--- src/rtl/move_key_ctrl.sv ---
// Push-button conditioner: sync, debounce, then one-shot plus auto-repeat
// left/right step strobes for the ball x-position updater.
module move_key_ctrl #(
    parameter int unsigned DEBOUNCE_CYCLES = 500000,
    parameter int unsigned REPEAT_DELAY    = 25000000,
    parameter int unsigned REPEAT_PERIOD   = 2000000
) (
    input  logic clk,
    input  logic reset,
    input  logic key_left_raw,
    input  logic key_right_raw,
    output logic left,
    output logic right,
    output logic left_level,
    output logic right_level
);

    localparam logic [23:0] DB_LAST = 24'(DEBOUNCE_CYCLES - 1);
    localparam logic [25:0] RD_LOAD = 26'(REPEAT_DELAY - 1);
    localparam logic [25:0] RP_LOAD = 26'(REPEAT_PERIOD - 1);

    typedef enum logic [1:0] {
        IDLE   = 2'd0,
        DELAY  = 2'd1,
        REPEAT = 2'd2
    } state_t;

    // bit 0 = left key, bit 1 = right key
    logic [1:0]        raw;
    logic [1:0]        sync1_q;
    logic [1:0]        sync2_q;
    logic [1:0]        lvl_q;
    logic [1:0]        lvl_d;
    logic [1:0][23:0]  cnt_q;
    logic [1:0][23:0]  cnt_d;

    state_t            state_q;
    logic [25:0]       tmr_q;
    logic              dir_q;
    logic              left_q;
    logic              right_q;
    logic              only_dir;

    assign raw = {key_right_raw, key_left_raw};

    always_comb begin
        lvl_d = lvl_q;
        cnt_d = '0;
        for (int k = 0; k < 2; k++) begin
            if (sync2_q[k] != lvl_q[k]) begin
                if (cnt_q[k] == DB_LAST) begin
                    lvl_d[k] = ~lvl_q[k];
                end else begin
                    cnt_d[k] = cnt_q[k] + 24'd1;
                end
            end
        end
    end

    always_ff @(posedge clk or negedge reset) begin
        if (!reset) begin
            sync1_q <= '0;
            sync2_q <= '0;
            lvl_q   <= '0;
            cnt_q   <= '0;
        end else begin
            sync1_q <= raw;
            sync2_q <= sync1_q;
            lvl_q   <= lvl_d;
            cnt_q   <= cnt_d;
        end
    end

    // dir_q = 0 serves left, 1 serves right
    assign only_dir = dir_q ? (lvl_q[1] & ~lvl_q[0])
                            : (lvl_q[0] & ~lvl_q[1]);

    always_ff @(posedge clk or negedge reset) begin
        if (!reset) begin
            state_q <= IDLE;
            tmr_q   <= '0;
            dir_q   <= 1'b0;
            left_q  <= 1'b0;
            right_q <= 1'b0;
        end else begin
            left_q  <= 1'b0;
            right_q <= 1'b0;
            unique case (state_q)
                IDLE: begin
                    if (lvl_q[0] ^ lvl_q[1]) begin
                        left_q  <= lvl_q[0];
                        right_q <= lvl_q[1];
                        dir_q   <= lvl_q[1];
                        tmr_q   <= RD_LOAD;
                        state_q <= DELAY;
                    end
                end
                DELAY, REPEAT: begin
                    if (!only_dir) begin
                        tmr_q   <= '0;
                        state_q <= IDLE;
                    end else if (tmr_q == 26'd0) begin
                        left_q  <= ~dir_q;
                        right_q <= dir_q;
                        tmr_q   <= RP_LOAD;
                        state_q <= REPEAT;
                    end else begin
                        tmr_q   <= tmr_q - 26'd1;
                    end
                end
                default: begin
                    tmr_q   <= '0;
                    state_q <= IDLE;
                end
            endcase
        end
    end

    assign left        = left_q;
    assign right       = right_q;
    assign left_level  = lvl_q[0];
    assign right_level = lvl_q[1];

endmodule

--- config.mk ---
export PLATFORM = sky130hd
export DESIGN_NAME = move_key_ctrl
export DESIGN_NICKNAME = d
export VERILOG_FILES = /design/src/rtl/move_key_ctrl.sv
export SDC_FILE = /design/constraint.sdc
export NUM_CORES = 1
export LEC_CHECK = 0
export CORE_MARGIN = 8
export CORE_UTILIZATION = 42
export DETAILED_ROUTE_END_ITERATION = 8
export HOLD_SLACK_MARGIN = 0.06
export MAX_ROUTING_LAYER = met4
export PLACE_DENSITY = 0.65
export SETUP_SLACK_MARGIN = 0.1
export SYNTH_ARGS = -nofsm -noshare
export SYNTH_HDL_FRONTEND = slang
export SYNTH_SLANG_ARGS = --single-unit
--- constraint.sdc ---
create_clock -name clk -period 4.7 [get_ports clk]
set_input_delay 0.94 -clock clk [delete_from_list [all_inputs] [get_ports clk]]
set_output_delay 0.94 -clock clk [all_outputs]
set_load 0.02 [all_outputs]
==> impl_results.md, run 1 <==
- Outcome: completed
- Req. time, crit path: roughly 4.9 ns
- DR pass1 iterations: 5
- Initial antenna violation count: 0
- Min cycle time layout: about 2.9 ns
- CP max FO: 22
- Final worst setup slack: between 1.5 and 2 ns
- Setup-failing EPs final: 0
- P&R area growth vs syn: 8.18%
- Post-CTS resize count: 0
- Clock-pin slew of the registers on the worst-case setup and hold paths: approximately 0.090 ns
- Buffers added on ports: 7
- Share of the synthesized area in the top cell type: 0.483
- Distinct cell type count after synthesis: 54
- Clock share of power: 0.376
- Tot Pwr: roughly 1200 uW
- Fraction of layout instances using a drive strength above 1: 0.0551
- EDFF count, synth: 0
- H-tree depth: 3
- Synth area leader: dfrtp_1
- Register Area: 2130 sq um
- GRT Util Overall: 0.140
- Total CTS buffers: 9
- Maxcap violations: 0
- Clock Skews: about 0.013 ns
- Cells after Synth: around 460
- DP HPWL: between 6000 and 7000 um
- Post-route cell area: about 4800 sq um
- Seq cells post-synth: between 80 and 90
- Setup crit end kind: register
- Pleak: roughly 0.0021 uW
- Post-synth top cells: 85 x dfrtp_1, 71 x nor2_1, 30 x nand2_1, 30 x xor2_1, 23 x o21ai_0
- Fmax: 340 MHz
- Via count: 3399
- Final Cycle Share: 0.625
- Num ports: 8
- Postcts setup bufs: 0
- Area of the die: about 14000 sq um
- Worst rel slew slack: 0.236
- Count leader, synth: dfrtp_1
- Vias in the first global route: approximately 3400
- Gr ovfl total: 0
- Pre-CTS setup slack: ~1.9 ns
- GP Congestion: between 0.8 and 0.9
- Fraction of registers with async set/reset: 1.00
- Top post-synthesis cells by area: dfrtp_1 48%, nor2_1 6.0%, xor2_1 6.0%
- Internal power component: about 940 uW
- Nets: 480
- Final Max Tran Viols: 0
- Mapped Area: about 4400 sq um
- Die X: 118 um
- CTS root buffer: clkbuf_8
- TritonCTS clock tree: yes
- Sequential share of power: 0.597
- Pin count of the biggest net entering global routing: 57
- Final Util: 0.464
- Row count: 37
- Area of the multi-input gates: between 2000 and 2500 sq um
- Fin. Hold Viols: 0
- Fillers: between 900 and 1000
- Post-route DRC: 0
- Routed WL: between 9000 and 10000 um
- WL/cell: 14.9 um
- Yosys warns: 0
- Initial core utilization: 0.429
- Mapped Nets: approximately 480
- Worst slew pin tran: 1.14 ns
- CTS Hold Bufs: 0
- DP Area: 4590 sq um
- Startpoint types: register
- Switch share: 0.243
- Starting DRT DRC Count: 260
- Skew-Pair Late Insertion Delay: ~0.36 ns
- CTS Buffer Depth: 2
- Unrepaired setup endpoints after global routing: no
- Final setup TNS: 0 ns
- Psw: 302 uW
- First-pass GRT wire length: between 15000 and 20000 um
- Min-Delay Path Class: reg -> reg
- Pwr dens: about 260 nW/um^2
- Total core area: between 10000 and 15000 sq um
- Final ANT Viol Nets: 0
- Die H: about 120 um
- Post-synthesis area per instance: about 9.5 sq um
- Vias per cell: 5.59
- ANT cells: 0
- Post-synthesis sequential area ratio: 0.483
- Top FF cell, synth: dfrtp_1
- Peak supply drop: 184 uV
- Clock sink total: 85
- Critical path class: reg -> reg
- Part of the power in combinational logic: 0.027
- Worst EP arrival: 3.17 ns
==> registers in the layout, summed over array words and instances (netlist names) <==
signal and count:
cnt_q 48, dir_q 1, left 1, lvl_q 2, right 1, state_q 2
sync1_q 2, sync2_q 2, tmr_q 26
==> kinds of logic (layout without fill, tap and decap cells) <==
family / after synthesis / count (layout) / share of synthesized area
simple gates: 213 / 213 / 0.250
compound gates: 78 / 78 / 0.120
flops: 85 / 85 / 0.483
xor+xnor: 44 / 44 / 0.0875
buf+inv: 33 / 41 / 0.0301
fa+ha+maj: 9 / 9 / 0.0256
mux: 2 / 2 / 0.00483
==> critical path, stage by stage, from the launching register on <==
cell	delay, ns
dfrtp_1	0.45
inv_1	0.11
ha_1	0.34
nand2_1	0.49
nand4b_1	0.42
a31oi_1	0.50
nand3_1	0.17
o41ai_1	0.34
==> worst paths after layout <==
path	start	end	slack (ns)	depth (start not counted)
worst max-delay path	lvl_q[0]	tmr_q[9]	1.76	7
worst min-delay path	sync1_q[1]	sync2_q[1]	0.35	0
worst max register to register	lvl_q[0]	tmr_q[9]	1.76	7
worst min register to register	sync1_q[1]	sync2_q[1]	0.35	0
max in group asynchronous	reset	cnt_q[24]	3.19	2
min in group asynchronous	reset	cnt_q[14]	0.64	1
==> cell usage in the layout, fill, tap and decap left out, types with 6 or more instances in the layout <==
cell type,count
dfrtp_1,85
nor2_1,71
xor2_1,30
nand2_1,30
o21ai_0,23
nand4_1,20
nand3_1,18
a21oi_1,17
inv_1,16
nor3_1,16
xnor2_1,14
nor4_1,12
ha_1,9
clkbuf_8,9
a211o_1,6
a31oi_1,6
clkdlybuf4s50_1,6
==> power groups by stage <==
stage	clock [uW]	sequential (uW)	combinational, uW
4_1_cts	482	741	35.0
2_1_floorplan	0	755	13.5
3_3_place_gp	0	756	34.2
6_report	467	741	33.1
5_1_grt	511	743	39.5
3_5_place_dp	0	756	34.8
==> per-layer routing <==
| metal | GRT usage | vias to the layer above | part of all wire |
|---|---|---|---|
| li1 | - | 1670 | - |
| met1 | 0.177 | 1627 | 0.49 |
| met2 | 0.215 | 91 | 0.45 |
| met3 | 0.0276 | 11 | 0.045 |
| met4 | 0.0577 | 0 | 0.014 |
| met5 | - | - | 0 |
==> cell type report <==
cell class	instances	area share
timing repair buffer	9	0.0173
sequential	85	0.446
tap	136	0.0357
clock inverter	6	0.00998
inverter	16	0.0126
clock buffer	10	0.0268
multi-input combinational	346	0.451
==> through the flow <==
step	cells	hold slack [ns]
after detailed placement	592	0.337
after global placement	592	0.333
final	608	0.354
after floorplan	464	0.331
after global routing	608	0.359
after CTS	608	0.357
Power figures use the tool's default switching activity.
==> run 2: changes to the inputs <==
--- a/config.mk
+++ b/config.mk
@@ -10,7 +10,7 @@
 export DETAILED_ROUTE_END_ITERATION = 8
 export HOLD_SLACK_MARGIN = 0.06
 export MAX_ROUTING_LAYER = met4
-export PLACE_DENSITY = 0.65
+export PLACE_DENSITY = 0.68
 export SETUP_SLACK_MARGIN = 0.1
 export SYNTH_ARGS = -nofsm -noshare
 export SYNTH_HDL_FRONTEND = slang
==> constraint.sdc (replaced) <==
create_clock -name clk -period 2.54 [get_ports clk]
set_input_delay 0.508 -clock clk [delete_from_list [all_inputs] [get_ports clk]]
set_output_delay 0.508 -clock clk [all_outputs]
set_load 0.02 [all_outputs]
==> run 2 against run 1 <==
Global-route usage increased by 0.35 points. Largest cell class unchanged. Wire length increased by 4.1%. Count of clock-buffer cells in the layout decreased by 1. Critical endpoint is now tmr_q[13]. Critical path depth decreased by 1. Combinational power increased by 99%. Non-clock buffer count increased by 26. Total power increased by 97%. Via count increased by 4.0%. Sequential power increased by 85%.
==> impl_results.md, run 2 (same netlist as run 1, synthesis figures left out) <==
- Area of the multi-input gates: 2160 sq um (+0.58%)
- Total core area: 10300 sq um (unchanged)
- Routed WL: 9460 um (+4.1%)
- Met1 Use GR: 0.187 (+0.0104)
- Max reg flops: 48 (unchanged)
- Reg2Reg Depth: 6 (-1)
- Maxcap violations: 0 (unchanged)
- DP Area: 4780 sq um (+4.1%)
- Skew-Pair Late Insertion Delay: 0.37 ns (about the same)
- Initial antenna violation count: 0 (unchanged)
- Fin. Hold Viols: 0 (unchanged)
- Commonest non-fill, non-tap cell in the layout: dfrtp_1
- Worst r2r src: tmr_q[13]
- Via count: 3534 (+4.0%)
- First-pass GRT wire length: 16300 um (+2.5%)
- Fmax: 418 MHz (+23%)
- GRT met3 Usage: 0.0276 (unchanged)
- Final setup TNS: 0 ns (unchanged)
- H-tree depth: 3 (unchanged)
- Slowest Stage Delay on Critical Path: 0.57 ns (+0.07 ns)
- Flop2flop setup slack: 0.14 ns (-1.62 ns)
- Clock sink total: 85 (unchanged)
- Die H: 118 um (unchanged)
- Placed Cells incl. Taps: 617 (+4.2%)
- M2 GR Usage: 0.213 (-0.00107)
- Worst rel slew slack: 0.602 (+0.366)
- Worst EP arrival: 2.65 ns (-0.52 ns)
- Total CTS buffers: 9 (unchanged)
- Post-route DRC: 0 (unchanged)
- CTS root buffer: clkbuf_8
- Starting DRT DRC Count: 347 (+33%)
- Worst path bufs/invs: 1 (unchanged)
- Post-route cell area: 5010 sq um (+5.1%)
- CTS Buffer Depth: 2 (unchanged)
- Final Non-Filler Cells: 634 (+4.3%)
- TritonCTS clock tree: yes
- Die X: 118 um (unchanged)
- Crit-path most repeated cell: or4_4
- CP max FO: 9 (-59%)
- Buffers added on ports: 7 (unchanged)
- GP Congestion: 0.914 (+4.8%)
- Pin count of the biggest net entering global routing: 39 (-32%)
- P&R area growth vs syn: 13.7%
- Clock Skews: 0.0155 ns (+0.00261 ns)
- Clock-pin slew of the registers on the worst-case setup and hold paths: 0.10 ns (about the same)
- Pwr dens: 489 nW/um^2 (+88%)
- Pleak: 0.00230 uW (+7.3%)
- Vias in the first global route: 3400 (+0.18%)
- Fraction of layout instances using a drive strength above 1: 0.108 (+0.0533)
- Min-Delay Path Class: in -> async
- Most used routing layer: met2
- GRT Util Overall: 0.143 (+0.00347)
- Peak supply drop: 349 uV (+90%)
- Nets: 506 (+5.4%)
- Crit path cell chain: or4_4 -> or4_4 -> o31ai_4 -> buf_6 -> o21ai_0 -> a211o_1
- Outcome: completed
- Final Max Tran Viols: 0 (unchanged)
- DP HPWL: 6480 um (+4.5%)
- CTS Hold Bufs: 0 (unchanged)
- ANT cells: 0 (unchanged)
- Min cycle time layout: 2.40 ns (-0.544 ns)
- Startpoint types: register
- FF-to-FF End: tmr_q[13]
- Worst hold slack: 0.0920 ns (-0.262 ns)
- Slowest CP cell: or4_4
- Worst path depth: 6 (-1)
- Row count: 37 (unchanged)
- Setup-failing EPs final: 0 (unchanged)
- Unrepaired setup endpoints after global routing: yes
- Final ANT Viol Nets: 0 (unchanged)
- CP startpoint: tmr_q[13]
- Top reg by flops: cnt_q
- DR pass1 iterations: 4 (-1)
- Most frequent cells in the layout: 85 x dfrtp_1, 71 x nor2_1, 30 x xor2_1, 30 x nand2_1, 28 x buf_4
- Fillers: 951 (-3.7%)
- WL/cell: 14.9 um (-0.13%)
- Area of the die: 14000 sq um (unchanged)
- Top Family by Delay on Critical Path: simple AND/OR/NAND/NOR gates
- Final Cycle Share: 0.943 (+0.318)
- Critical path class: reg -> reg
- Gr ovfl total: 0 (unchanged)
- Initial core utilization: 0.429 (unchanged)
- Worst setup path end: tmr_q[13]
- Register Area: 2130 sq um (unchanged)
- Req. time, crit path: 2.79 ns (-2.14 ns)
- Setup crit end kind: register
- Num ports: 8 (unchanged)
- Vias per cell: 5.57 (-0.29%)
- Regs by FF count: cnt_q x48, tmr_q x26
- Worst slew pin tran: 0.595 ns (-0.541 ns)
## run 2: cell types whose count changed in the layout (fill, tap and decap cells not counted)
cell | before | now
clkbuf_1 | 1 | 0
inv_8 | 0 | 1
buf_6 | 0 | 1
buf_4 | 3 | 28
or4_1 | 5 | 4
inv_6 | 1 | 2
nor4_4 | 0 | 1
clkinvlp_4 | 4 | 2
nor4_2 | 1 | 0
bufinv_16 | 0 | 1
or4_4 | 1 | 2
## run 2: worst min-delay path by stage
stage | end | slack, ns | depth (start not counted)
global placement | sync2_q[0] | 0.33 | 0
CTS | cnt_q[9] | 0.1 | 1
finish | cnt_q[8] | 0.09 | 1
global route | cnt_q[8] | 0.11 | 1
floorplan | cnt_q[0] | 0.21 | 0
detailed placement | sync2_q[0] | 0.35 | 0
## run 2: worst reg2reg max path, delay by kind of cell, from the launching register on
| kind | cells | cell delay, ns |
|---|---|---|
| AO/OA/AOI/OAI | 3 | 0.61 |
| AND/OR/NAND/NOR | 2 | 1.12 |
| flip-flops | 1 | 0.40 |
| buffers and inverters | 1 | 0.16 |
## run 2: metrics by stage
step | utilization | total power (uW) | worst slack (ns)
floorplan | - | 1420 | 0.115
global placement | 0.465 | 1470 | 0.164
detailed placement | 0.465 | 1470 | 0.0936
CTS | 0.485 | 2480 | 0.107
global route | 0.487 | 2540 | 0.0684
finish | 0.487 | 2450 | 0.145
## run 2: power by group
group | switching [uW] | total [uW] | internal [uW] | leakage [uW]
clock network | 540 | 1010 | 470 | 0.0000984
registers | 9.11 | 1370 | 1360 | 0.00117
logic | 47.2 | 66.0 | 18.8 | 0.00103
## run 2: layout make-up
type,instances,area share
clock buffer,9,0.0247
clock inverter,7,0.0165
inverter,16,0.0120
multi-input combinational,346,0.432
sequential,85,0.425
tap,136,0.0340
timing repair buffer,35,0.0562
## run 2: layer usage
layer | up-vias | part of all wire
met5 | - | 0
met2 | 77 | 0.46
met1 | 1717 | 0.49
li1 | 1727 | -
met4 | 0 | 0.017
met3 | 13 | 0.037
## run 2: repair_timing
item                                    CTS  global route
buffers inserted                          0             1
pin swaps                                 0             0
cloned                                    0             0
endpoints found under the setup margin    1             7
gates resized for setup                   1             2
==> run 3: changes to the inputs <==
--- a/config.mk
+++ b/config.mk
@@ -5,12 +5,13 @@
 export SDC_FILE = /design/constraint.sdc
 export NUM_CORES = 1
 export LEC_CHECK = 0
-export CORE_MARGIN = 8
+export ABC_CLOCK_PERIOD_IN_PS = 2540
 export CORE_UTILIZATION = 42
 export DETAILED_ROUTE_END_ITERATION = 8
 export HOLD_SLACK_MARGIN = 0.06
 export MAX_ROUTING_LAYER = met4
 export PLACE_DENSITY = 0.68
+export REMOVE_ABC_BUFFERS = 1
 export SETUP_SLACK_MARGIN = 0.1
 export SYNTH_ARGS = -nofsm -noshare
 export SYNTH_HDL_FRONTEND = slang
==> run 3 against run 2 <==
Non-clock buffer count rose by 5. Clock power is 14% lower. Sequential share of layout area down 0.32 points. Design area grew 0.75%. Die area down 22%. First-iteration DRC count decreased by 34%. Worst setup slack improved by 0.0055 ns. Total power shrank 5.9%. Wire length fell by 1.5%. Worst hold slack improved by 0.0089 ns. Critical path type unchanged.
==> impl_results.md, run 3 (same netlist as run 1, synthesis figures left out) <==
- Outcome: completed
- Min cycle time layout: 2.39 ns (-0.00554 ns)
- GP Congestion: 0.873 (-4.4%)
- Internal power component: 1740 uW (-6.1%)
- Crit-path most repeated cell: or4_4
- Peak supply drop: 326 uV (-6.5%)
- Crit path cell chain: or4_4 -> or4_4 -> o31ai_4 -> buf_6 -> o21ai_1 -> a211o_1
- Post-route DRC: 0 (unchanged)
- Psw: 565 uW (-5.2%)
- Setup crit end kind: register
- Initial antenna violation count: 0 (unchanged)
- Pleak: 0.00232 uW (+0.78%)
- Commonest non-fill, non-tap cell in the layout: dfrtp_1
- Starting DRT DRC Count: 229 (-34%)
- Part of the power in combinational logic: 0.029 (+0.002)
- DP HPWL: 6260 um (-3.4%)
- Vias in the first global route: 3417 (+0.50%)
- Fin. Hold Viols: 0 (unchanged)
- CTS root buffer: clkbuf_8
- Final Max Tran Viols: 0 (unchanged)
- Clock Skews: 0.0108 ns (-0.00469 ns)
- Total core area: 10200 sq um (-0.45%)
- Clock share of power: 0.375 (-0.038)
- Skew-Pair Late Insertion Delay: 0.36 ns (about the same)
- Worst EP arrival: 2.64 ns (about the same)
- Req. time, crit path: 2.79 ns (about the same)
- Pin count of the biggest net entering global routing: 53 (+36%)
- CTS Hold Bufs: 0 (unchanged)
- CTS Buffer Depth: 2 (unchanged)
- Via count: 3555 (+0.59%)
- Final setup TNS: 0 ns (unchanged)
- Slowest CP cell: or4_4
- Area of the multi-input gates: 2180 sq um (+0.69%)
- Slowest Stage Delay on Critical Path: 0.54 ns (-0.03 ns)
- Die X: 104 um (-12%)
- Fraction of layout instances using a drive strength above 1: 0.124 (+0.0151)
- Nets: 511 (+0.99%)
- H-tree depth: 3 (unchanged)
- DR pass1 iterations: 5 (+1)
- Clock sink total: 85 (unchanged)
- Worst slew pin tran: 0.570 ns (-0.0246 ns)
- Maxcap violations: 0 (unchanged)
- Regs by FF count: cnt_q x48, tmr_q x26
- Critical path class: reg -> reg
- Pwr dens: 456 nW/um^2 (-6.6%)
- Routed WL: 9320 um (-1.5%)
- GRT Util Overall: 0.189 (+0.0462)
- Die H: 104 um (-12%)
- Max reg flops: 48 (unchanged)
- Row count: 37 (unchanged)
- Buffers added on ports: 7 (unchanged)
- Num ports: 8 (unchanged)
- P&R area growth vs syn: 14.5%
- Fmax: 418 MHz (+0.23%)
- Area of the die: 10900 sq um (-22%)
- Top reg by flops: cnt_q
- Initial core utilization: 0.431 (+0.00194)
- Fillers: 954 (+0.32%)
- Register Area: 2130 sq um (unchanged)
- TritonCTS clock tree: yes
- Startpoint types: register
- Total CTS buffers: 9 (unchanged)
- Clock-pin slew of the registers on the worst-case setup and hold paths: 0.09 ns (about the same)
- Vias per cell: 5.57 (about the same)
- Setup-failing EPs final: 0 (unchanged)
- Unrepaired setup endpoints after global routing: yes
- Gr ovfl total: 0 (unchanged)
- Worst rel slew slack: 0.620 (+0.0176)
- Sequential share of power: 0.596 (+0.036)
- Most frequent cells in the layout: 85 x dfrtp_1, 71 x nor2_1, 30 x xor2_1, 30 x nand2_1, 30 x buf_4
- CP max FO: 5 (-4)
- WL/cell: 14.6 um (-2.1%)
- Final Cycle Share: 0.941 (-0.00218)
- First-pass GRT wire length: 16100 um (-0.68%)
- Placed Cells incl. Taps: 617 (unchanged)
- ANT cells: 0 (unchanged)
- Final ANT Viol Nets: 0 (unchanged)
- Min-Delay Path Class: in -> async
- Switch share: 0.245 (+0.00186)
- Final Non-Filler Cells: 638 (+0.63%)
run 3: final timing paths:
| kind | start | endpoint | depth (start not counted) | slack (ns) |
|---|---|---|---|---|
| hold / removal | reset | tmr_q[6] | 1 | 0.10 |
| max in group asynchronous | reset | cnt_q[40] | 2 | 1.81 |
| min in group clk | sync1_q[0] | sync2_q[0] | 0 | 0.36 |
| setup / recovery | tmr_q[23] | tmr_q[21] | 6 | 0.15 |
| setup reg to reg | tmr_q[23] | tmr_q[21] | 6 | 0.15 |
| hold reg to reg | sync1_q[0] | sync2_q[0] | 0 | 0.36 |
run 3: layer usage:
metal,GRT usage,vias up,share of wire
li1,-,1732,-
met1,0.253,1718,0.48
met5,-,-,0
met2,0.284,91,0.47
met4,0.0571,0,0.010
met3,0.0464,14,0.042
run 3: power groups by stage:
| stage | sequential, uW | clock (uW) | combinational [uW] |
|---|---|---|---|
| 3_5_place_dp | 1400 | 0 | 69.6 |
| 3_3_place_gp | 1400 | 0 | 67.0 |
| 2_1_floorplan | 1400 | 0 | 22.8 |
| 5_1_grt | 1370 | 951 | 78.1 |
| 6_report | 1370 | 864 | 66.7 |
| 4_1_cts | 1370 | 901 | 69.5 |
run 3: metrics by stage:
stage	utilization	power (uW)	hold slack [ns]	setup slack (ns)	cell area [sq um]
global placement	0.468	1470	0.337	0.124	4790
CTS	0.488	2340	0.0999	0.118	4990
global route	0.493	2400	0.114	0.0774	5050
floorplan	-	1420	0.212	-0.0842	4330
detailed placement	0.468	1470	0.344	0.0708	4790
finish	0.493	2300	0.101	0.150	5050
run 3: critical path: cells and delay by family, from the launching register on:
family | cells | cell delay (ns)
DFF | 1 | 0.41
buffers and inverters | 1 | 0.17
and+or+nand+nor | 2 | 1.05
AOI/OAI and AO/OA | 3 | 0.65
run 3: layout make-up:
cell class,instances,share of cell area
clock buffers,9,0.0245
clock inverters,6,0.00942
inverters,16,0.0119
multi-input cells,346,0.432
flip-flops and latches,85,0.422
well taps,136,0.0337
repair buffers,40,0.0672
run 3: repair_timing:
action                     4_1_cts  5_1_grt
gates cloned                     1        0
setup buffers                    3        2
pin swaps                        2        7
gates resized for setup          1       14
setup endpoints to repair        3        6
